$ cat config.mk
export PLATFORM = sky130hd
export DESIGN_NAME = scic_io_port
export DESIGN_NICKNAME = d
export VERILOG_FILES = /design/src/rtl/scic_io_port.sv
export SDC_FILE = /design/constraint.sdc
export NUM_CORES = 1
export LEC_CHECK = 0
export BUFFER_PORTS_ARGS = -buffer_cell sky130_fd_sc_hd__buf_2
export CAP_MARGIN = 20
export CORE_MARGIN = 10
export CORE_UTILIZATION = 50
export DETAILED_ROUTE_END_ITERATION = 10
export HOLD_SLACK_MARGIN = 0.08
export PLACE_DENSITY = 0.88
export SLEW_MARGIN = 20
export SYNTH_ARGS = -nofsm -noshare
export SYNTH_HDL_FRONTEND = slang
export SYNTH_SLANG_ARGS = --single-unit
$ cat constraint.sdc
create_clock -name clock -period 2.8 [get_ports clock]
set_input_delay 0.42 -clock clock [delete_from_list [all_inputs] [get_ports clock]]
set_output_delay 0.42 -clock clock [all_outputs]
set_load 0.02 [all_outputs]
$ cat src/rtl/scic_io_port.sv
// scic_io_port: memory-mapped switch/LED peripheral for the SCIC core.
//
// The switch inputs pass through a two-flop synchroniser and a per-bit
// debouncer. Each accepted level change latches a CHANGE flag. An enabled
// CHANGE flag raises a level interrupt. The LED register drives the pins.
//
// Ports:
//   clock     - system clock; all state updates on its rising edge
//   reset     - synchronous, active-high reset
//   switches  - raw asynchronous switch levels
//   leds      - registered LED drive (mirror of the LED register)
//   addr      - 0=SW_STATE (RO), 1=LED (RW), 2=CHANGE (W1C), 3=IRQ_EN (RW)
//   wr_en     - one-cycle write strobe
//   rd_en     - one-cycle read strobe
//   wr_data   - write data; bits above the target register width are ignored
//   rd_data   - registered read data; holds its value between reads
//   rd_valid  - high for the cycle after each accepted read
//   irq       - registered level interrupt, |(CHANGE & IRQ_EN)
module scic_io_port #(
  parameter int SW_WIDTH        = 4,
  parameter int LED_WIDTH       = 4,
  parameter int DEBOUNCE_CYCLES = 4,
  parameter int DATA_WIDTH      = 32
) (
  input  logic                  clock,
  input  logic                  reset,
  input  logic [SW_WIDTH-1:0]   switches,
  output logic [LED_WIDTH-1:0]  leds,
  input  logic [1:0]            addr,
  input  logic                  wr_en,
  input  logic                  rd_en,
  input  logic [DATA_WIDTH-1:0] wr_data,
  output logic [DATA_WIDTH-1:0] rd_data,
  output logic                  rd_valid,
  output logic                  irq
);

  localparam int            CW       = $clog2(DEBOUNCE_CYCLES) + 1;
  localparam logic [CW-1:0] CNT_LAST = CW'(DEBOUNCE_CYCLES - 1);

  logic [SW_WIDTH-1:0]          s1_r;
  logic [SW_WIDTH-1:0]          s2_r;
  logic [SW_WIDTH-1:0]          stable_r;
  logic [SW_WIDTH-1:0][CW-1:0]  cnt_r;
  logic [SW_WIDTH-1:0]          change_r;
  logic [SW_WIDTH-1:0]          irq_en_r;
  logic [LED_WIDTH-1:0]         led_r;
  logic [DATA_WIDTH-1:0]        rd_data_r;
  logic                         rd_valid_r;
  logic                         irq_r;

  logic [SW_WIDTH-1:0]          stable_next_s;
  logic [SW_WIDTH-1:0][CW-1:0]  cnt_next_s;
  logic [SW_WIDTH-1:0]          set_s;
  logic [SW_WIDTH-1:0]          w1c_s;
  logic [SW_WIDTH-1:0]          change_next_s;
  logic [SW_WIDTH-1:0]          irq_en_next_s;
  logic [LED_WIDTH-1:0]         led_next_s;
  logic [DATA_WIDTH-1:0]        rd_mux_s;

  // Only the low register-width bits of wr_data are meaningful.
  logic unused_wr_bits_s;
  assign unused_wr_bits_s = ^wr_data;

  assign leds     = led_r;
  assign rd_data  = rd_data_r;
  assign rd_valid = rd_valid_r;
  assign irq      = irq_r;

  // Per-bit debouncer: count consecutive cycles where the synchronised level
  // differs from the accepted level; accept it on the DEBOUNCE_CYCLES-th one.
  always_comb begin
    stable_next_s = stable_r;
    cnt_next_s    = cnt_r;
    set_s         = '0;
    for (int i = 0; i < SW_WIDTH; i++) begin
      if (s2_r[i] == stable_r[i]) begin
        cnt_next_s[i] = '0;
      end else if (cnt_r[i] == CNT_LAST) begin
        stable_next_s[i] = s2_r[i];
        cnt_next_s[i]    = '0;
        set_s[i]         = 1'b1;
      end else begin
        cnt_next_s[i] = cnt_r[i] + CW'(1);
      end
    end
  end

  // Write decode and next register values; a debounce set beats a W1C clear.
  always_comb begin
    w1c_s         = '0;
    irq_en_next_s = irq_en_r;
    led_next_s    = led_r;
    if (wr_en) begin
      case (addr)
        2'd1:    led_next_s    = wr_data[LED_WIDTH-1:0];
        2'd2:    w1c_s         = wr_data[SW_WIDTH-1:0];
        2'd3:    irq_en_next_s = wr_data[SW_WIDTH-1:0];
        default: w1c_s         = '0;  // SW_STATE is read-only
      endcase
    end else begin
      w1c_s = '0;
    end
    change_next_s = (change_r & ~w1c_s) | set_s;
  end

  // Read multiplexer over current (pre-write) register contents, zero-extended.
  always_comb begin
    rd_mux_s = '0;
    case (addr)
      2'd0:    rd_mux_s[SW_WIDTH-1:0]  = stable_r;
      2'd1:    rd_mux_s[LED_WIDTH-1:0] = led_r;
      2'd2:    rd_mux_s[SW_WIDTH-1:0]  = change_r;
      2'd3:    rd_mux_s[SW_WIDTH-1:0]  = irq_en_r;
      default: rd_mux_s = '0;
    endcase
  end

  // All state registers, synchronous reset.
  always_ff @(posedge clock) begin
    if (reset) begin
      s1_r       <= '0;
      s2_r       <= '0;
      stable_r   <= '0;
      cnt_r      <= '0;
      change_r   <= '0;
      irq_en_r   <= '0;
      led_r      <= '0;
      rd_data_r  <= '0;
      rd_valid_r <= 1'b0;
      irq_r      <= 1'b0;
    end else begin
      s1_r       <= switches;
      s2_r       <= s1_r;
      stable_r   <= stable_next_s;
      cnt_r      <= cnt_next_s;
      change_r   <= change_next_s;
      irq_en_r   <= irq_en_next_s;
      led_r      <= led_next_s;
      irq_r      <= |(change_next_s & irq_en_next_s);
      rd_valid_r <= rd_en;
      if (rd_en) begin
        rd_data_r <= rd_mux_s;
      end else begin
        rd_data_r <= rd_data_r;
      end
    end
  end

endmodule

==> tab_implementation.tex <==
\begin{tabular}{lr}
\hline
Metric & Value \\
\hline
\multicolumn{2}{l}{\textbf{Outcome}} \\
\quad Status & completed \\
\multicolumn{2}{l}{\textbf{Power}} \\
\quad Switching part of the total power & between 20\% and 30\% \\
\quad Worst supply voltage drop on vdd & between 300 and 400 uV \\
\quad Power density of the placed cells & roughly 560 nW/um\^{}2 \\
\quad Standby leakage power & 0.882 nW \\
\quad Sequential fraction of design power & a little under three fifths \\
\quad Power after layout & approximately 0.0011 W \\
\quad Fraction of power consumed by the clock network & between 30\% and 40\% \\
\quad Switching power & approximately 0.00026 W \\
\quad Combinational group share of total power & 8.9\% \\
\quad Internal power & around 0.00083 W \\
\multicolumn{2}{l}{\textbf{Timing}} \\
\quad Final number of max-transition violations & 0 \\
\quad Final setup violating endpoints & 0 \\
\quad Final min period & roughly 1.4 ns \\
\quad Max Fclk & approximately 0.70 GHz \\
\quad Number of hold violations in the final report & 0 \\
\quad Crit share post-route & between 50\% and 60\% \\
\quad Total Neg Setup Slack & 0 ns \\
\quad Final worst clock skew & between 0.004 and 0.005 ns \\
\quad Worst slew slack as a fraction of its limit & between 60\% and 70\% \\
\quad Worst Max-Slew Pin Slew & 0.571 ns \\
\quad Setup repair after global routing missed its margin & no \\
\quad Worst hold slack after final layout & 0.337 ns \\
\multicolumn{2}{l}{\textbf{Global routing}} \\
\quad Total congestion overflow & 0 \\
\quad Global-route total usage across every layer & 9.99\% \\
\quad Global-route wire length before repair & about 5.0 mm \\
\quad Vias in the first global route & 1079 \\
\quad Largest net degree at the start of global routing & 35 \\
\quad Number of antenna violations at the first check in global routing & 0 \\
\multicolumn{2}{l}{\textbf{Critical path}} \\
\quad CP max stage cell & dfxtp\_1 \\
\quad Largest incremental delay on the critical path & $\sim$0.32 ns \\
\quad Data arrival at the endpoint of the critical path & about 1.6 ns \\
\quad Critical path data required time & approximately 3 ns \\
\quad Crit-path max FO & 3 \\
\quad Critical path capture point type & flop \\
\quad Top delay family on crit path & compound AO/OA/AOI/OAI gates \\
\quad Crit Path Class & flop to flop \\
\quad Most frequent CP cell & ha\_1 \\
\quad Ordered list of cells on the worst path & ha\_1 > ha\_1 > inv\_1 > a2bb2oi\_1 > o22a\_1 > a21oi\_1 \\
\quad Count of buffer and inverter cells on the critical path & 1 \\
\quad Startpoint of the worst setup timing path & cnt\_r[9] \\
\quad Kind of start point of the critical path & flop \\
\quad Origin of the critical flop-to-flop path & cnt\_r[9] \\
\multicolumn{2}{l}{\textbf{Clock network}} \\
\quad TritonCTS clock tree & done \\
\quad Cts hold-fix bufs & 0 \\
\quad Buffer cell driving the clock tree root & clkbuf\_8 \\
\quad Maximum buffer depth of the clock tree & 2 \\
\quad CTS H-Tree Depth & 2 \\
\quad Gates resized, CTS repair & 0 \\
\quad Clk sinks & 42 \\
\quad Post-CTS Setup Repair Bufs & 0 \\
\quad Clock-pin slew on the worst setup and hold paths & $\sim$0.07 ns \\
\quad Source-to-sink clock delay at the later pin of the worst-skew pair & 0.29 ns \\
\quad Total clock buffers created by CTS & 5 \\
\multicolumn{2}{l}{\textbf{Route}} \\
\quad Initial DRC count & about 110 \\
\quad Average wire per cell in the routed design & between 10 and 15 um \\
\quad Via count & about 1100 \\
\quad Avg Vias per Cell & about 4.5 \\
\quad Post-Route WL & 3.10 mm \\
\quad Detailed-router iteration count before antenna repair & 4 \\
\quad Number of DRC violations after detailed routing & 0 \\
\quad Antenna violation net count after detailed routing & 0 \\
\multicolumn{2}{l}{\textbf{Placement}} \\
\quad Input/output buffers & 23 \\
\quad Sum of net half-perimeters after detailed placement & 2.36 mm \\
\quad Routability congestion estimate from global placement & 0.711 \\
\multicolumn{2}{l}{\textbf{Floorplanning}} \\
\quad Die area & roughly 6500 um\^{}2 \\
\quad Initial core utilization & a little over half \\
\quad Standard cell core area & 3440 um\^{}2 \\
\quad Std cell rows & 21 \\
\quad Boundary pin count & 80 \\
\quad Die W & $\sim$81 um \\
\quad Floorplan die height & 80.6 um \\
\multicolumn{2}{l}{\textbf{Job}} \\
\quad Number of max-capacitance violations reported & 0 \\
\multicolumn{2}{l}{\textbf{Synthesis}} \\
\quad Synth Cell Area & approximately 1800 um\^{}2 \\
\quad Main area contributors after synthesis & dfxtp\_1, buf\_4, mux2i\_1 \\
\quad Count of different cell masters after synthesis & 19 \\
\quad Average cell area after synthesis & approximately 10 um\^{}2 \\
\quad Synthesized flop and latch total & between 40 and 50 \\
\quad Leading area contributor after synthesis & dfxtp\_1 \\
\quad Sequential cell area fraction in the yosys report & between 40\% and 50\% \\
\quad Number of warnings printed during yosys synthesis & 0 \\
\quad Synthesized instance count & between 150 and 200 \\
\quad Proportion of netlist area held by the largest area contributor & 45.8\% \\
\multicolumn{2}{l}{\textbf{Layout}} \\
\quad Filler instances & about 330 \\
\quad Layout overhead on the synthesized area & 5.93\% \\
\quad Footprint of the multi-input gates & 802 um\^{}2 \\
\quad Ant diodes & 0 \\
\quad Sequential cell area & $\sim$840 um\^{}2 \\
\quad Fraction of final layout cells with drive strength greater than 1 & about 17\% \\
\quad Final \#Nets & between 200 and 300 \\
\multicolumn{2}{l}{\textbf{Hold path}} \\
\quad Worst hold path type & input pin to flop \\
\quad Worst hold start & switches[2] \\
\hline
\end{tabular}
[cells in the mapped netlist]
| cell | number |
|---|---|
| a21oi_1 | 1 |
| a2bb2oi_1 | 4 |
| buf_4 | 28 |
| buf_6 | 2 |
| clkbuf_1 | 4 |
| conb_1 | 1 |
| dfxtp_1 | 42 |
| ha_1 | 8 |
| inv_1 | 12 |
| mux2i_1 | 16 |
| mux4_2 | 4 |
| nand3_2 | 1 |
| nand3b_1 | 1 |
| nand4b_1 | 4 |
| nor2_1 | 32 |
| nor2b_1 | 9 |
| o22a_1 | 2 |
| or3_1 | 4 |
| xnor2_1 | 4 |
[kinds of logic (layout without fill, tap and decap cells)]
kind of cell	Yosys count	after routing	synth area share [%]
XOR/XNOR	4	4	1.91
other	1	28	0.204
adder cells (fa/ha/maj)	8	8	5.46
buffers and inverters	46	41	16.0
AO/OA/AOI/OAI	7	7	3.14
flip-flops	42	42	45.8
AND/OR/NAND/NOR	51	51	13.8
multiplexers	20	20	13.6
[registers in the layout, summed over array words and instances, names as in the netlist]
signal and cells:
change_r 4, irq 1, s2_r 4, rd_data 4, rd_valid 1, s1_r 4, cnt_r 12, stable_r 4
irq_en_r 4, leds 4
[metrics by stage]
stage	util [%]	instance area, um^2	instances	setup slack (ns)
after floorplan	-	1940	206	1.49
after global placement	54.1	1860	241	1.30
after detailed placement	54.1	1860	241	1.25
after CTS	56.5	1940	247	1.37
after global routing	56.5	1940	247	1.26
final	56.5	1940	247	1.38
[path summary, 6_finish.rpt]
kind / endpoint / slack [ns] / cells after the start
max: irq / 1.38 / 6
min: s1_r[2] / 0.34 / 2
max reg2reg: irq / 1.38 / 6
min reg2reg: cnt_r[0] / 0.42 / 1
[power groups by stage]
stage               clock network (W)  logic [W]  registers (W)
floorplan                           0   0.000103       0.000632
global placement                    0  0.0000933       0.000629
detailed placement                  0  0.0000949       0.000629
CTS                          0.000385  0.0000951       0.000615
global route                 0.000410   0.000106       0.000617
finish                       0.000373  0.0000966       0.000615
[final cells by class]
cell class / instances / share of cell area (%)
sequential: 42 / 43.3
multi-input combinational: 118 / 41.3
timing repair buffer: 23 / 5.92
clock buffer: 6 / 4.25
tap: 46 / 2.96
inverter: 12 / 2.32
[routing by layer]
layer	vias to the layer above	track usage, %	part of all wire [%]
met5	-	0	0
met1	503	11.8	45
met4	0	6.34	2.6
li1	571	-	-
met3	6	4.90	10
met2	40	14.0	42
[layout by cell type (no fill, tap or decap)]
cell type / count
mux4_2: 4
ha_1: 8
nand3b_1: 1
mux2i_1: 16
conb_1: 28
buf_2: 23
nor2_1: 32
a21oi_1: 1
clkbuf_8: 6
nor2b_1: 9
o22a_1: 2
dfxtp_1: 42
nand3_2: 1
nand4b_1: 4
inv_1: 12
a2bb2oi_1: 4
or3_1: 4
xnor2_1: 4
No activity file was read; power rests on OpenSTA's default activity.
